File: src/rtl/cic_pkg.sv
// Shared helpers and types for the CIC decimator.
// Width math and ratio clamping live here so top and bench agree.
package cic_pkg;

    function automatic int clog2i(input int v);
        int r;
        r = 0;
        for (int i = 0; i < 31; i++) begin
            if ((1 << i) < v) r = i + 1;
        end
        return r;
    endfunction

    function automatic int acc_width(input int in_w, input int n, input int r_max);
        return in_w + n * clog2i(r_max);
    endfunction

    function automatic int clamp_ratio(input int r, input int r_max);
        if (r < 2) return 2;
        if (r > r_max) return r_max;
        return r;
    endfunction

    localparam int DEF_IN_W  = 8;
    localparam int DEF_N     = 3;
    localparam int DEF_R_MAX = 16;
    localparam int DEF_ACC_W = acc_width(DEF_IN_W, DEF_N, DEF_R_MAX);

    typedef logic signed [DEF_ACC_W-1:0] acc_t;

endpackage

File: src/rtl/cic_decimator_comb.sv
// One registered CIC differentiator (M = 1).
// Advances only when enabled; flush zeroes both output and delay.
module cic_comb_stage #(
    parameter int W = 20
) (
    input  logic                clk,
    input  logic                flush_i,
    input  logic                en_i,
    input  logic signed [W-1:0] x_i,
    output logic signed [W-1:0] y_o
);

    logic signed [W-1:0] prev_q;
    logic signed [W-1:0] y_q;

    always_ff @(posedge clk) begin
        if (flush_i) begin
            prev_q <= '0;
            y_q    <= '0;
        end else if (en_i) begin
            y_q    <= x_i - prev_q;
            prev_q <= x_i;
        end
    end

    assign y_o = y_q;

endmodule

File: src/rtl/cic_decimator.sv
// N-stage CIC decimator with runtime ratio, bypass and synchronous flush.
// Integrators are inline; combs are a generate chain of cic_comb_stage.
module cic_decimator
    import cic_pkg::*;
#(
    parameter int IN_W     = 8,
    parameter int N_STAGES = 3,
    parameter int R_MAX    = 16,
    parameter int OUT_W    = 20
) (
    input  logic                       clk,
    input  logic                       rst,
    input  logic                       clear,
    input  logic                       bypass,
    input  logic [clog2i(R_MAX):0]     dec_ratio,
    input  logic                       in_valid,
    input  logic signed [IN_W-1:0]     in_data,
    output logic                       out_valid,
    output logic signed [OUT_W-1:0]    out_data
);

    localparam int RW    = clog2i(R_MAX) + 1;
    localparam int ACC_W = acc_width(IN_W, N_STAGES, R_MAX);

    typedef logic signed [ACC_W-1:0] sacc_t;
    typedef logic signed [OUT_W-1:0] sout_t;

    sacc_t             integ_q [N_STAGES];
    sacc_t             integ_d [N_STAGES];
    sacc_t             comb_y  [N_STAGES];
    sacc_t             lat_q;
    logic [RW-1:0]     phase_q;
    logic [RW-1:0]     ratio_q;
    logic [RW-1:0]     ratio_clamped;
    logic [N_STAGES:0] sv_q;
    logic              wrap;
    logic              flush;
    logic              comb_flush;
    logic              byp_vld_q;
    logic              byp_mode_q;
    sout_t             byp_data_q;

    assign ratio_clamped = RW'(clamp_ratio(int'(dec_ratio), R_MAX));
    assign wrap          = in_valid && (phase_q == ratio_q - RW'(1));
    assign flush         = clear | bypass;
    assign comb_flush    = rst | flush;

    // Registered chain: each stage adds the previous stage's old value.
    always_comb begin
        for (int k = 0; k < N_STAGES; k++) integ_d[k] = integ_q[k];
        if (in_valid) begin
            integ_d[0] = integ_q[0] + sacc_t'(in_data);
            for (int k = 1; k < N_STAGES; k++) begin
                integ_d[k] = integ_q[k] + integ_q[k-1];
            end
        end
    end

    always_ff @(posedge clk) begin
        if (rst) begin
            for (int k = 0; k < N_STAGES; k++) integ_q[k] <= '0;
            phase_q <= '0;
            ratio_q <= ratio_clamped;
            lat_q   <= '0;
            sv_q    <= '0;
        end else if (flush) begin
            for (int k = 0; k < N_STAGES; k++) integ_q[k] <= '0;
            phase_q <= '0;
            lat_q   <= '0;
            sv_q    <= '0;
        end else begin
            if (in_valid) begin
                for (int k = 0; k < N_STAGES; k++) integ_q[k] <= integ_d[k];
                phase_q <= wrap ? '0 : phase_q + RW'(1);
            end
            if (wrap) begin
                lat_q   <= integ_d[N_STAGES-1];
                ratio_q <= ratio_clamped;
            end
            sv_q <= {sv_q[N_STAGES-1:0], wrap};
        end
    end

    for (genvar k = 0; k < N_STAGES; k++) begin : g_comb
        sacc_t stage_x;
        if (k == 0) begin : g_first
            assign stage_x = lat_q;
        end else begin : g_rest
            assign stage_x = comb_y[k-1];
        end
        cic_comb_stage #(.W(ACC_W)) u_stage (
            .clk     (clk),
            .flush_i (comb_flush),
            .en_i    (sv_q[k]),
            .x_i     (stage_x),
            .y_o     (comb_y[k])
        );
    end

    always_ff @(posedge clk) begin
        if (rst) begin
            byp_vld_q  <= 1'b0;
            byp_mode_q <= 1'b0;
            byp_data_q <= '0;
        end else begin
            byp_mode_q <= bypass;
            byp_vld_q  <= bypass & in_valid;
            if (bypass && in_valid) begin
                byp_data_q <= sout_t'(in_data) <<< (OUT_W - IN_W);
            end
        end
    end

    assign out_valid = byp_vld_q | sv_q[N_STAGES];
    assign out_data  = (byp_vld_q | byp_mode_q) ? byp_data_q
                                                : comb_y[N_STAGES-1][ACC_W-1 -: OUT_W];

endmodule

File: config.mk
export PLATFORM = sky130hd
export DESIGN_NAME = cic_decimator
export DESIGN_NICKNAME = d
export VERILOG_FILES = /design/src/rtl/cic_pkg.sv /design/src/rtl/cic_decimator_comb.sv /design/src/rtl/cic_decimator.sv
export SDC_FILE = /design/constraint.sdc
export NUM_CORES = 1
export LEC_CHECK = 0
export CAP_MARGIN = 20
export CORE_UTILIZATION = 46
export CTS_CLUSTER_SIZE = 30
export DETAILED_ROUTE_END_ITERATION = 10
export SYNTH_ARGS = -nofsm -noshare
export SYNTH_HDL_FRONTEND = slang
export SYNTH_HIERARCHICAL = 1
export SYNTH_SLANG_ARGS = --single-unit
File: constraint.sdc
create_clock -name clk -period 2.9 [get_ports clk]
set_input_delay 0.29 -clock clk [delete_from_list [all_inputs] [get_ports clk]]
set_output_delay 0.29 -clock clk [all_outputs]
set_load 0.01 [all_outputs]
; ---- Word-level counts from Yosys, hierarchy flattened
; Memories as Yosys holds them, arrays and structs flattened.
; Cells that the tools add are included.
[classes]
eq_ne = 2
n_addsub = 8
bitwise_logic = 11
order_cmp = 2
n_reduce_logical = 5
mux = 28
[ops]
columns = cell, count
row1 = two-way mux 20 bit, 7
row2 = two-way mux 60 bit, 1
row3 = subtractor 20 bit, 3
row4 = adder 20 bit, 2
row5 = two-way mux 5 bit, 7
row6 = adder 20 x 8 -> 20 bit, 1
row7 = two-way mux 1 bit, 12
row8 = bitwise OR 1 bit, 10
row9 = "adder 5 x 1 -> 5 bit, second input constant", 1
row10 = == test 5 bit, 1
row11 = "greater-than comparator 5 bit, second input constant", 1
row12 = "less-than comparator 5 x 2 -> 1 bit, second input constant", 1
row13 = "subtractor 5 x 1 -> 5 bit, second input constant", 1
row14 = logical AND 1 bit, 2
row15 = two-way mux 2 bit, 1
row16 = "!= test 2 bit, second input constant", 1
row17 = AND reduction 2 bit, 1
row18 = nonzero test 2 bit, 1
row19 = OR reduction 2 bit, 1
row20 = AND 1 bit, 1
[totals]
n_memories = 1
elab_cells = 70
mem_bits_rw = 60
in_bits = 18
reg_bits = 164
[memory_table]
columns = memory, words, word_bits, read_ports, rd_clocked_by_memory_dff, wr, line
row1 = integ_q, 3, 20, 3, 0, 3, cic_decimator.sv:28  ; sacc_t integ_q [N_STAGES];

; ---- Longest topological paths before layout
[logic_depth]
depth_word = 8
mapped_depth = 9
ltp_nobuf = 9

; ---- Modules after synthesis
; Netlist, hierarchy kept.
[by_module_without_submodules]
columns = mod, cells_per_inst, instances, area_each_um2
row1 = cic_decimator, 733, 1, 6974.2
row2 = cic_comb_stage at g_comb[1].u_stage ..., 302, 2, 2583.7
row3 = cic_comb_stage at g_comb[0].u_stage, 305, 1, 2576.2

; ---- Worst setup path before layout
; No wires, ideal clock.
[synth_path]
kind = register -> register
from = reg ratio_q[0]
to = reg ratio_q[0], enable pin
path_buffers = 1
stages_incl_launch_ff = 9
required_ns = 2.524
path_slack_ns = 0.488
synth_period_minus_slack_ns = 2.412
arrival_time_ns = 2.035
path_cell_list = edfxtp_1 -> inv_1 -> ha_1 -> xnor2_1 -> nor2_1 -> nand3_1 -> or2_4 -> buf_2 -> o31ai_1
[synth_between]
elab_chain_cells = 5
[synth_lines]
columns = element, line
row1 = "start, declared", cic_decimator.sv:33  ; logic [RW-1:0] ratio_q;
row2 = "start signal, assigned", cic_decimator.sv:63  ; ratio_q <= ratio_clamped;
row3 = "start signal, assigned", cic_decimator.sv:78  ; ratio_q <= ratio_clamped;
row4 = subtractor 5 x 1 -> 5 bit, cic_decimator.sv:44  ; assign wrap = in_valid && (phase_q == ratio_q - RW'(1));
row5 = == test 5 bit, cic_decimator.sv:44
row6 = logical AND 1 bit, cic_decimator.sv:44
row7 = nonzero test 2 bit (no line), --
row8 = AND reduction 2 bit (no line), --
; No other way between the ends.
; A chain may end at the register's enable or synchronous reset.

==> results.py <==
metrics = {
    "clock_tree": {
        "clk_latency_ns": 0.53,
        "clock_sinks": 224,
        "cts_tree": "done",
        "clk_root_buffer_cell": "clkbuf_16",
        "cts_buffer_depth": 3,
        "cts.repair.resized": 0,
        "holdBufCountCts": 0,
        "clk_pin_slew_ns": 0.06,
        "cts_setup_buffers": 0,
        "htree_levels": 1,
        "cts-buffers-inserted": 27,
    },
    "synth": {
        "yosys.area_share.simple": 0.1829,
        "yosysUniqueCellTypes": 90,
        "synthAdderAreaFrac": 0.1068,
        "synthFlopType": "dfxtp_1",
        "synth_top_family_by_area": "compound AO/OA/AOI/OAI gates",
        "synth_seq_area_share": 0.3489,
        "synth_seq_cells": 224,
        "synth_area_per_cell_um2": 8.963,
        "yosys_warnings": 6,
        "async_flop_share": 0,
        "syn_nets": 1782,
        "muxShareOfSynthArea": 0.06342,
        "synth-compound-area-share": 0.2199,
        "synth_xor_area_frac": 0.03332,
        "synth_edf_count": 65,
        "synthCells": 1642,
        "synth_area_mm2": 0.01472,
    },
    "floorplanning": {
        "coreArea_mm2": 0.03156,
        "io-pin-count": 39,
        "fp.dieW_um": 180.9,
        "die_area_mm2": 0.03271,
        "rows": 65,
        "initial_utilization": 0.4664,
        "die_h_um": 180.9,
    },
    "timing": {
        "fin_crit_ns": 2.628,
        "finalHoldViolations": 0,
        "min_period_over_period": 0.9063,
        "rsz0062_at_grt": "no",
        "whs_ns": 0.4339,
        "setup_ws_ns": 0.2718,
        "final.setup.tns_ns": 0,
        "tightestPinTransition_ns": 0.5839,
        "slew_headroom": 0.6108,
        "maxSlewViolCount": 0,
        "finalClockSkew_ns": 0.009963,
        "fmax_ghz": 0.3805,
        "setup_violations": 0,
    },
    "power_and_ir_drop": {
        "switchingPower_mw": 1.664,
        "fin_total_pwr_mw": 7.245,
        "p_sw_frac": 0.2296,
        "p_comb_frac": 0.066,
        "p_leak_nw": 6.441,
        "powerDensity_mw_per_mm2": 439.5,
        "p_int_mw": 5.581,
        "vdd_drop_max_mv": 0.4907,
        "seqPwrFrac": 0.454,
        "clock_power_share": 0.479,
    },
    "critical_path": {
        "path_max_fanout": 4,
        "cp_slowest_stage_delay_ns": 0.41,
        "setup.worst_path.class": "flip-flop to flip-flop",
        "r2r_slack_ns": 0.27,
        "critPathMostFrequentCell": "a21oi_1",
        "worstPathCellList": "ha_1 -> fa_1 -> a21oi_1 -> o211ai_1 -> a211oi_2 -> o21ai_0 -> a21oi_1 -> nor3_1",
        "worstPathArrival_ns": 2.91,
        "crit_family": "compound AO/OA/AOI/OAI gates",
        "slowest_stage": "fa_1",
        "start_kind": "flip-flop",
        "cp.required_ns": 3.18,
        "critPathBufInv": 0,
        "end_kind": "flip-flop",
    },
    "detailed_routing": {
        "routed_wl_um": 35830,
        "via_count": 11950,
        "drc_errors": 0,
        "avgViaCountPerCell": 5.692,
        "drt_first_pass_iters": 6,
        "wl_per_cell_um": 17.07,
        "detail-route-antenna-nets": 0,
        "drtIter0Drc": 664,
    },
    "hold_path": {
        "hold_path.class": "primary input to flip-flop",
    },
    "finish": {
        "area_growth_pct": 12.00,
        "diodes": 0,
        "layout_commonest_cell": "nor2_1",
        "nNetsFinal": 1818,
        "drive_gt1_frac": 0.08486,
        "layout_common_cells": "nor2_1 (177), dfxtp_1 (156), nand2_1 (121)",
        "final_area_mm2": 0.01648,
    },
    "global_route": {
        "grtUsageTotal": 0.2187,
        "grt_pass1_wl_um": 59110,
        "overflow": 0,
        "grt_pass1_vias": 11510,
        "antenna_found_initial": 0,
        "grt_max_degree": 45,
    },
    "placement": {
        "gp_congestion": 0.8795,
        "hpwl_um": 26510,
        "portBuffers": 38,
        "pre_cts_slack_ns": 0.03064,
        "place_area_mm2": 0.01557,
    },
    "flow_run": {
        "cap_violations": 0,
    },
    "status": {
        "outcome": "finished clean",
    },
}
==> cell type report <==
cell class	instances	area [um2]
Sequential cell	224	5139
Fill cell	2968	15070
Clock inverter	15	182.7
Multi-Input combinational cell	1256	8924
Tap cell	402	503.0
Inverter	99	374.1
Timing Repair Buffer	70	633.1
Clock buffer	33	728.2
==> registers in the layout, indices dropped and copies added (netlist names), 4 cells and up <==
name	cells
g_comb.stage_x	20
ratio_q	5
g_comb.u_stage/prev_q	60
sv_q	4
integ_q	60
g_comb.u_stage/y_o	60
phase_q	5
byp_data_q	8
==> metal layers <==
| layer | up-vias | GRT usage | wire length, um |
|---|---|---|---|
| li1 | 6091 | - | - |
| met1 | 5633 | 0.2893 | 16600 |
| met2 | 169 | 0.3784 | 17330 |
| met3 | 55 | 0.02439 | 1132 |
| met4 | 0 | 0.05538 | 776 |
| met5 | - | 0 | 0 |
==> cells in the mapped netlist (12+ instances only) <==
library cell  number  share of area
nor2b_1           15         0.0064
or3_1             16         0.0068
o31ai_1           13         0.0066
a211oi_1          19         0.0097
and2_1            29          0.012
inv_1             92          0.023
a21oi_1          118          0.040
nand4_1           17         0.0072
dfxtp_1          159           0.22
edfxtp_1          65           0.13
nand3_1           44          0.015
buf_2             16         0.0054
o21ai_0           62          0.021
nor3_1            51          0.017
o211ai_1          13         0.0066
a31oi_1           12         0.0051
o21a_1            30          0.015
xor2_1            22          0.013
a21o_1            37          0.019
nor2_1           177          0.045
mux2i_1           82          0.056
ha_1             116          0.099
nand2_1          121          0.031
xnor2_1           34          0.020
clkbuf_1          35         0.0089
and3_1            27          0.011
==> worst paths after layout <==
| path | from | to | cells after the start |
|---|---|---|---|
| setup / recovery | integ_q[0][20] | integ_q[0][58] | 8 |
| hold / removal | in_data[3] | byp_data_q[15] | 3 |
| setup reg to reg | integ_q[0][20] | integ_q[0][58] | 8 |
| hold reg to reg | byp_data_q[12] | byp_data_q[12] | 2 |
==> logic make-up after synthesis <==
logic type / after synthesis
compound gates: 438
xor+xnor: 56
fa+ha+maj: 122
buf+inv: 162
flops: 224
mux: 92
simple gates: 548
==> per-stage QoR <==
| stage | utilization | std cells |
|---|---|---|
| detailed placement | 0.4935 | 2051 |
| finish | 0.5224 | 2099 |
| global placement | 0.4935 | 2051 |
| CTS | 0.5224 | 2099 |
| global route | 0.5224 | 2099 |
| floorplan | - | 1642 |
==> worst reg2reg max path: cells and delay by family (launching register included) <==
family,cells,cell delay (ns)
AO/OA/AOI/OAI,5,1.23
flip-flops,1,0.39
AND/OR/NAND/NOR,1,0.07
adder cells (fa/ha/maj),2,0.68
==> power by group through the flow <==
stage	combinational, mW	clock, mW	sequential, mW
6_report	0.481	3.47	3.29
3_3_place_gp	0.472	0	3.36
4_1_cts	0.482	3.56	3.29
5_1_grt	0.534	3.67	3.29
3_5_place_dp	0.479	0	3.36
2_1_floorplan	0.334	0	3.34
No activity file was read; power rests on OpenSTA's default activity.
